### config.mk
export PLATFORM = sky130hd
export DESIGN_NAME = tile_renderer
export DESIGN_NICKNAME = d
export VERILOG_FILES = /design/src/rtl/tile_renderer.sv
export SDC_FILE = /design/constraint.sdc
export NUM_CORES = 1
export LEC_CHECK = 0
export BUFFER_PORTS_ARGS = -buffer_cell sky130_fd_sc_hd__buf_2
export CORE_AREA = 5 5 266 268
export CTS_CLUSTER_DIAMETER = 150
export DETAILED_ROUTE_END_ITERATION = 12
export DIE_AREA = 0 0 271 273
export HOLD_SLACK_MARGIN = 0.02
export PLACE_DENSITY = 0.62
export SYNTH_ARGS = -nofsm -noshare
export SYNTH_HDL_FRONTEND = slang
export SYNTH_SLANG_ARGS = --single-unit
export TNS_END_PERCENT = 30
### constraint.sdc
create_clock -name clk -period 8.2 [get_ports clk]
set_clock_uncertainty 0.05 [all_clocks]
set_input_delay 2.05 -clock clk [delete_from_list [all_inputs] [get_ports clk]]
set_output_delay 2.05 -clock clk [all_outputs]
set_load 0.03 [all_outputs]
### src/rtl/tile_renderer.sv
// rtl/tile_renderer.sv - tile-map pixel renderer with queued tile writes; optional PLAYER_SPRITE_EN sprite overlay
// Map is cleared after every reset, then written only during vertical blanking.
module tile_renderer #(
   parameter int TILES_X = 20,
   parameter int TILES_Y = 15
) (
   input  logic        clk,
   input  logic        rst,
   input  logic        p_tick,
   input  logic [9:0]  x_pos,
   input  logic [9:0]  y_pos,
   input  logic        tile_we,
   input  logic [8:0]  tile_addr,
   input  logic [1:0]  tile_wdata,
   output logic        tile_ready,
   input  logic [9:0]  player_x,
   input  logic [9:0]  player_y,
   output logic [11:0] pix_data,
   output logic        display_on
);

   localparam int          N    = TILES_X * TILES_Y;
   localparam int          AW   = $clog2(N);
   localparam logic [15:0] N16  = 16'(N);
   localparam logic [15:0] TX16 = 16'(TILES_X);

   typedef enum logic {ST_CLEAR, ST_RUN} state_t;

   state_t      state, state_nxt;
   logic [15:0] clr_cnt;
   logic        clr_we;

   logic [1:0]  tile_map [0:N-1];

   logic [8:0]  fifo_addr [0:3];
   logic [1:0]  fifo_data [0:3];
   logic [1:0]  wr_ptr, rd_ptr;
   logic [2:0]  count;
   logic        push, pop;
   logic [15:0] head16;
   logic        head_ok;

   logic [15:0] idx_mul;
   logic [9:0]  s0_x, s0_y, s1_x, s1_y;
   logic [15:0] s0_idx;
   logic [1:0]  s1_tile;
   logic        vis;
   logic [11:0] colour;

   // FSM: state register
   always_ff @(posedge clk or negedge rst) begin
      if (!rst) state <= ST_CLEAR;
      else      state <= state_nxt;
   end

   // FSM: next state
   always_comb begin
      state_nxt = state;
      if (state == ST_CLEAR && clr_cnt == N16 - 16'd1)
         state_nxt = ST_RUN;
   end

   // FSM: outputs
   always_comb begin
      clr_we     = (state == ST_CLEAR);
      tile_ready = (state == ST_RUN) && (count != 3'd4);
   end

   always_ff @(posedge clk or negedge rst) begin
      if (!rst)                  clr_cnt <= 16'd0;
      else if (state == ST_CLEAR) clr_cnt <= clr_cnt + 16'd1;
   end

   assign push    = tile_we && tile_ready;
   assign pop     = (state == ST_RUN) && (count != 3'd0) && (y_pos >= 10'd480);
   assign head16  = {7'd0, fifo_addr[rd_ptr]};
   assign head_ok = head16 < N16;

   always_ff @(posedge clk or negedge rst) begin
      if (!rst) begin
         wr_ptr <= 2'd0;
         rd_ptr <= 2'd0;
         count  <= 3'd0;
      end else begin
         if (push) wr_ptr <= wr_ptr + 2'd1;
         if (pop)  rd_ptr <= rd_ptr + 2'd1;
         count <= count + {2'd0, push} - {2'd0, pop};
      end
   end

   always_ff @(posedge clk) begin
      if (push) begin
         fifo_addr[wr_ptr] <= tile_addr;
         fifo_data[wr_ptr] <= tile_wdata;
      end
   end

   // Out-of-range queued addresses are popped but never written.
   always_ff @(posedge clk) begin
      if (clr_we)
         tile_map[clr_cnt[AW-1:0]] <= 2'd0;
      else if (pop && head_ok)
         tile_map[head16[AW-1:0]] <= fifo_data[rd_ptr];
   end

   // Row * TILES_X as a constant shift-and-add network.
   always_comb begin
      idx_mul = 16'd0;
      for (int b = 0; b < 16; b++)
         if (TX16[b]) idx_mul = idx_mul + ({11'd0, y_pos[9:5]} << b);
      idx_mul = idx_mul + {11'd0, x_pos[9:5]};
   end

   always_ff @(posedge clk or negedge rst) begin
      if (!rst) begin
         s0_x    <= 10'd0;
         s0_y    <= 10'd0;
         s0_idx  <= 16'd0;
         s1_x    <= 10'd0;
         s1_y    <= 10'd0;
         s1_tile <= 2'd0;
      end else if (p_tick) begin
         s0_x    <= x_pos;
         s0_y    <= y_pos;
         s0_idx  <= idx_mul;
         s1_x    <= s0_x;
         s1_y    <= s0_y;
         s1_tile <= (s0_idx < N16) ? tile_map[s0_idx[AW-1:0]] : 2'd0;
      end
   end

`ifndef PLAYER_SPRITE_EN
   logic unused_player;
   assign unused_player = ^{player_x, player_y};
`endif

   always_comb begin
      vis = (s1_x < 10'd640) && (s1_y < 10'd480);
      case (s1_tile)
         2'd0:    colour = 12'h0A0;
         2'd1:    colour = 12'h888;
         2'd2:    colour = (s1_x[4:0] == 5'd0 || s1_y[4:0] == 5'd0) ? 12'h631 : 12'hA52;
         default: colour = 12'h222;
      endcase
`ifdef PLAYER_SPRITE_EN
      // 11-bit compares so a sprite near 1023 does not wrap to the left edge.
      if ({1'b0, s1_x} >= {1'b0, player_x} && {1'b0, s1_x} <= {1'b0, player_x} + 11'd31 &&
          {1'b0, s1_y} >= {1'b0, player_y} && {1'b0, s1_y} <= {1'b0, player_y} + 11'd31)
         colour = 12'hFFF;
`endif
      if (!vis) colour = 12'h000;
   end

   always_ff @(posedge clk or negedge rst) begin
      if (!rst) begin
         pix_data   <= 12'h000;
         display_on <= 1'b0;
      end else if (state != ST_RUN) begin
         pix_data   <= 12'h000;
         display_on <= 1'b0;
      end else if (p_tick) begin
         pix_data   <= colour;
         display_on <= vis;
      end
   end

endmodule

Word level (Yosys, flattened, before mapping)
Memory sizes are Yosys's and may differ from the RTL's.
Index checks and enable logic that the tools add are counted.
- add/sub/neg operators: 7
- multipliers: 0
- div/mod/pow operators: 0
- order comparisons: 5
- equal/unequal tests: 5
- shift-type cells: 0
- multiplexer cells: 17
- bitwise logic cells: 1
- reductions and logical operators: 13
- operator list (cell ; count):
    $mux 12 ; 4
    $pmux 12 s3 ; 1
    $add 16x1->16 const B ; 1
    $eq 16x9->1 const B ; 1
    $lt 16x9->1 const B ; 1
    $add 10x5->11 ; 1
    $add 7x9->10 ; 1
    $ge 10x9->1 const B ; 1
    $logic_not 5->1 ; 2
    $lt 10x10->1 const B ; 1
    $lt 10x9->1 const B ; 1
    $lt 9x9->1 const B ; 1
    $mux 1 ; 9
    $mux 9 ; 1
    $logic_and 1x1->1 ; 7
    $add 2x1->2 const B ; 2
    $mux 2 ; 2
    $add 3x1->3 ; 1
    $ne 3x3->1 const B ; 1
    $reduce_bool 3->1 ; 1
    $sub 3x1->3 ; 1
    $eq 2x1->1 const B ; 1
    $eq 2x2->1 const B ; 1
    $logic_not 2->1 ; 1
    4 further kinds ; 4
- bits in registers: 95
- latch bits: 0
- bits in writable memories: 644
- bits in read-only memories: 0
- bits of input ports: 55
- output and inout port bits: 14
- word-level logic and storage cells: 64
- memories: 3
- memory list (name ; depth ; width ; read ports ; clocked after memory_dff ; wr ports ; RTL line ; text):
    tile_map ; 300 ; 2 ; 1 ; 0 ; 1 ; 33 ; logic [1:0] tile_map [0:N-1];
    fifo_addr ; 4 ; 9 ; 1 ; 0 ; 1 ; 35 ; logic [8:0] fifo_addr [0:3];
    fifo_data ; 4 ; 2 ; 1 ; 0 ; 1 ; 36 ; logic [1:0] fifo_data [0:3];

Depth between registers and ports, before layout
- word-level depth: 9
- gate-level depth with buffers: 11
- depth with buffers taken out: 10

Least setup slack after synthesis
Ideal clock, no wire load.
- kind: input-to-reg
- start point: input y_pos[5]
- end point: memory tile_map[0][0], data pin
- setup time: 0.981 ns
- arrival: 6.734 ns
- data required time: 7.169 ns
- slack: 0.435 ns
- stages on the path: 6
- buffers on the path: 2
- cell sequence: a41oi_1 nor2_1 o21a_1 buf_6 buf_4 and2_1
- longest elaborated chain between the ends: 8
- RTL lines (what ; RTL line ; text):
    from (decl) ; 11 ; input logic [9:0] y_pos,
    $ge 10x9->1 ; 75 ; assign pop = (state == ST_RUN) && (count != 3'd0) && (y_pos >= 10'd480);
    $logic_and 1x1->1 ; 75 ;
    net pop ; 39 ; logic push, pop;
    $logic_and 1x1->1 ; 102 ; else if (pop && head_ok)
    $mux 1 ; 102 ;
    $mux 1 ; 100 ; if (clr_we)
    $mux 1 (not written as such) ; 103 ; tile_map[head16[AW-1:0]] <= fifo_data[rd_ptr];
    $reduce_or 2->1 (no source line) ; -- ;
    $mux 2 (no source line) ; -- ;
    to (decl) ; 33 ;
The timed path passes the listed nets, and every way through them passes these cells.

Final worst setup path
- start point: input y_pos[5]
- end point: memory tile_map[183][0], enable pin
- longest elaborated chain between the ends: 8
- elaborated cells between the ends (all ways): 9
- those cells by class: 1 x order compare; 5 x mux; 3 x reduce/logical
- RTL lines (what ; RTL line):
    $ge 10x9->1 * ; 75
    $logic_and 1x1->1 * ; 75
    net pop ; 39
    $logic_and 1x1->1 * ; 102
    $mux 1 * ; 102
    $mux 1 * ; 100
    $mux 1 (not written as such) * ; 103
    $reduce_or 2->1 (no source line) ; --
    $mux 9 (no source line) or $mux 1 (tied branches) ; --
The timed path passes the listed nets; every way through them passes the cells marked *.

==> out/qor.yml <==
status: "complete, no violations"
grt_antenna_before_repair: 0
clk_latency_ns: 0.61
fin_nets: 1881
utilization: 0.4946
synth_area_leaders: "edfxtp_1 (64%), mux4_2 (12%), dfrtp_1 (6.8%)"
synth.cell_area_um2: 30280
max_slew_margin: 0.2026
r2r_cells: 7
clock-sinks: 726
cts_tree: "yes"
path_cells: "buf_2, a41oi_1, nor2_1, o21a_1, mux2i_1, nand2_2, nor2_1"
synth.distinct_cells: 71
io_buffers: 46
hold_viol: 0
crit_arrival_ns: 5.59
crit_start: "y_pos[5]"
diodes: 0
place.gp.congestion: 0.7647
yosysMostFrequentCell: "edfxtp_1"
cpMaxStageDelayCell: "o21a_1"
drive_gt1_frac: 0.2217
crit_fanout: 27
syn_area_per_cell_um2: 17.19
synth_area_leader_cell: "edfxtp_1"
gr-total-overflow: 0
track_usage: 0.1894
vias: 15943
ios: 69
final_area_um2: 33680
die_y_um: 273
crit_family: "simple AND/OR/NAND/NOR gates"
yosys_warnings: 0
path_buf_inv: 1
end_kind: "flip-flop"
fin_crit_sh: 0.6539
rsz0062_at_grt: "false"
wl_per_cell_um: 25.42
p_per_area_nw_per_um2: 236.0
fmax_mhz: 186.5
multi_input_area_um2: 8208
vdd_drop_max_mv: 0.1785
cts_root_buf: "clkbuf_16"
synthCells: 1762
setup_tns_ns: 0
drc: 0
drtAntennaViolNets: 0
start_util: 0.4446
synth_edf_count: 644
num_rows: 96
report.final.setup_viol: 0
grt_pass1_vias: 16835
worstReg2RegStart: "rd_ptr[0]"
synth-seq-cells: 726
slew_viol_final: 0
ys.flop_type: "edfxtp_1"
max_stage_delay_ns: 0.99
period_needed_ns: 5.362
maxCapViolCount: 0
placed_cell_area_um2: 31230
die_x_um: 271
area_growth_pct: 11.24
cts_resized: 0
vias_per_cell: 5.800
wirelength_um: 69870
post_cts_buffers: 0
critPathLaunchType: "input port"
crit_type: "in2reg"
grt_pass1_wl_um: 105400
async_reset_ff_frac: 0.1129
cts_buffer_depth: 3
yosysSeqAreaShare: 0.7064
hpwl_um: 39780
firstDrtPassIters: 5
cts_hold_buf: 0
hold_start: "display_on"
crit_cells: 7
crit_top_cell: "nor2_1"
worstHoldPathCells: 2
required_ns: 8.43
grt_max_degree: 126
p_leak_nw: 9.461
die_area_um2: 73980
synth_top_area_share: 0.6387
coreArea_um2: 68110
path_clk_slew_ns: 0.06
min_path_type: "reg2reg"
numCtsBuffers: 76
regArea_um2: 21400
drtIter0Drc: 1640
cts_max_level: 3
synthTopCellsByCount: "edfxtp_1 (644), nor2_1 (331), mux4_2 (155)"
worst-slew-pin-transition_ns: 1.196
num-fill-cells: 5569
-- per-stage QoR --
step	hold slack, ns	total power, mW	setup WS (ns)	instances
after floorplan	0.3968	4.447	0.4351	1763
after global placement	0.4055	4.616	2.365	2611
after detailed placement	0.4122	4.622	2.251	2611
after CTS	0.4270	8.014	2.878	2749
after global routing	0.4537	8.205	2.634	2749
final	0.4240	7.948	2.838	2749
-- path summary, 6_finish.rpt --
check,endpoint,slack (ns)
max,tile_map[183][0],2.84
min,display_on,0.42
max reg2reg,tile_map[183][0],3.22
min reg2reg,display_on,0.42
max in group asynchronous,s0_x[5],5.64
min in group asynchronous,clr_cnt[2],1.20
-- placed cells by master, fill, tap and decap left out, drive strengths merged, types with 4 or more instances in the layout --
| cell type | netlist | routed |
|---|---|---|
| nor2 | 331 | 331 |
| mux2i | 40 | 40 |
| mux2 | 50 | 50 |
| a221oi | 4 | 4 |
| nor2b | 19 | 19 |
| nand3 | 12 | 12 |
| nand4 | 4 | 4 |
| and3 | 9 | 9 |
| ha | 16 | 16 |
| bufinv | 0 | 6 |
| o22ai | 4 | 4 |
| inv | 17 | 18 |
| and2 | 6 | 6 |
| nor3 | 7 | 7 |
| o31ai | 4 | 4 |
| a21oi | 19 | 19 |
| a31oi | 8 | 8 |
| nor3b | 4 | 4 |
| o21ai | 26 | 26 |
| dfrtp | 82 | 82 |
| clkbuf | 23 | 107 |
| a22oi | 15 | 15 |
| nand2 | 71 | 71 |
| a21o | 6 | 6 |
| buf | 81 | 70 |
| nor4 | 4 | 4 |
| clkinv | 0 | 24 |
| xnor2 | 18 | 18 |
| nand2b | 11 | 11 |
| a211oi | 8 | 8 |
| o221ai | 6 | 6 |
| xor2 | 6 | 6 |
| edfxtp | 644 | 644 |
| mux4 | 163 | 163 |
-- routing by layer --
layer  up-vias  GRT usage  wire [um]
met2       500     0.3209      35070
met1      8384     0.2549      28620
li1       6950          -          -
met5         -          0          0
met4         0    0.05095       1743
met3       109    0.03521       4436
-- sequential cells by signal, summed over array words and instances (netlist names) --
register    count
pix_data        9
tile_map      600
s1_y           10
s0_y           10
wr_ptr          2
clr_cnt        16
fifo_addr      36
s0_idx          8
count           3
s0_x           10
s1_tile         2
s1_x            8
state           1
rd_ptr          2
display_on      1
fifo_data       8
-- cells by family after synthesis --
group,after synthesis,synth area share
xor+xnor,24,0.006942
compound gates,129,0.03198
other cells,1,0.0001238
flops,726,0.7064
simple gates,489,0.06909
buf+inv,121,0.02281
mux,253,0.1540
fa+ha+maj,19,0.008595
-- report_power, final --
| group | internal, mW | total (mW) | switching [mW] |
|---|---|---|---|
| Clock | 2.02 | 3.40 | 1.38 |
| Sequential | 4.01 | 4.08 | 0.0692 |
| Combinational | 0.185 | 0.461 | 0.276 |
-- tightest hold or removal path: stages (launching register included) --
cell and delay (ns):
dfrtp_1 0.34, nand2_1 0.05, nand2_1 0.05
-- area by class of cell --
type / instances / share of cell area
multi-input cells: 916 / 0.2437
clock buffers: 107 / 0.06400
well taps: 882 / 0.03276
clock inverters: 31 / 0.008952
inverters: 17 / 0.001894
repair buffers: 70 / 0.01337
flip-flops and latches: 726 / 0.6353
Power figures use the tool's default switching activity.
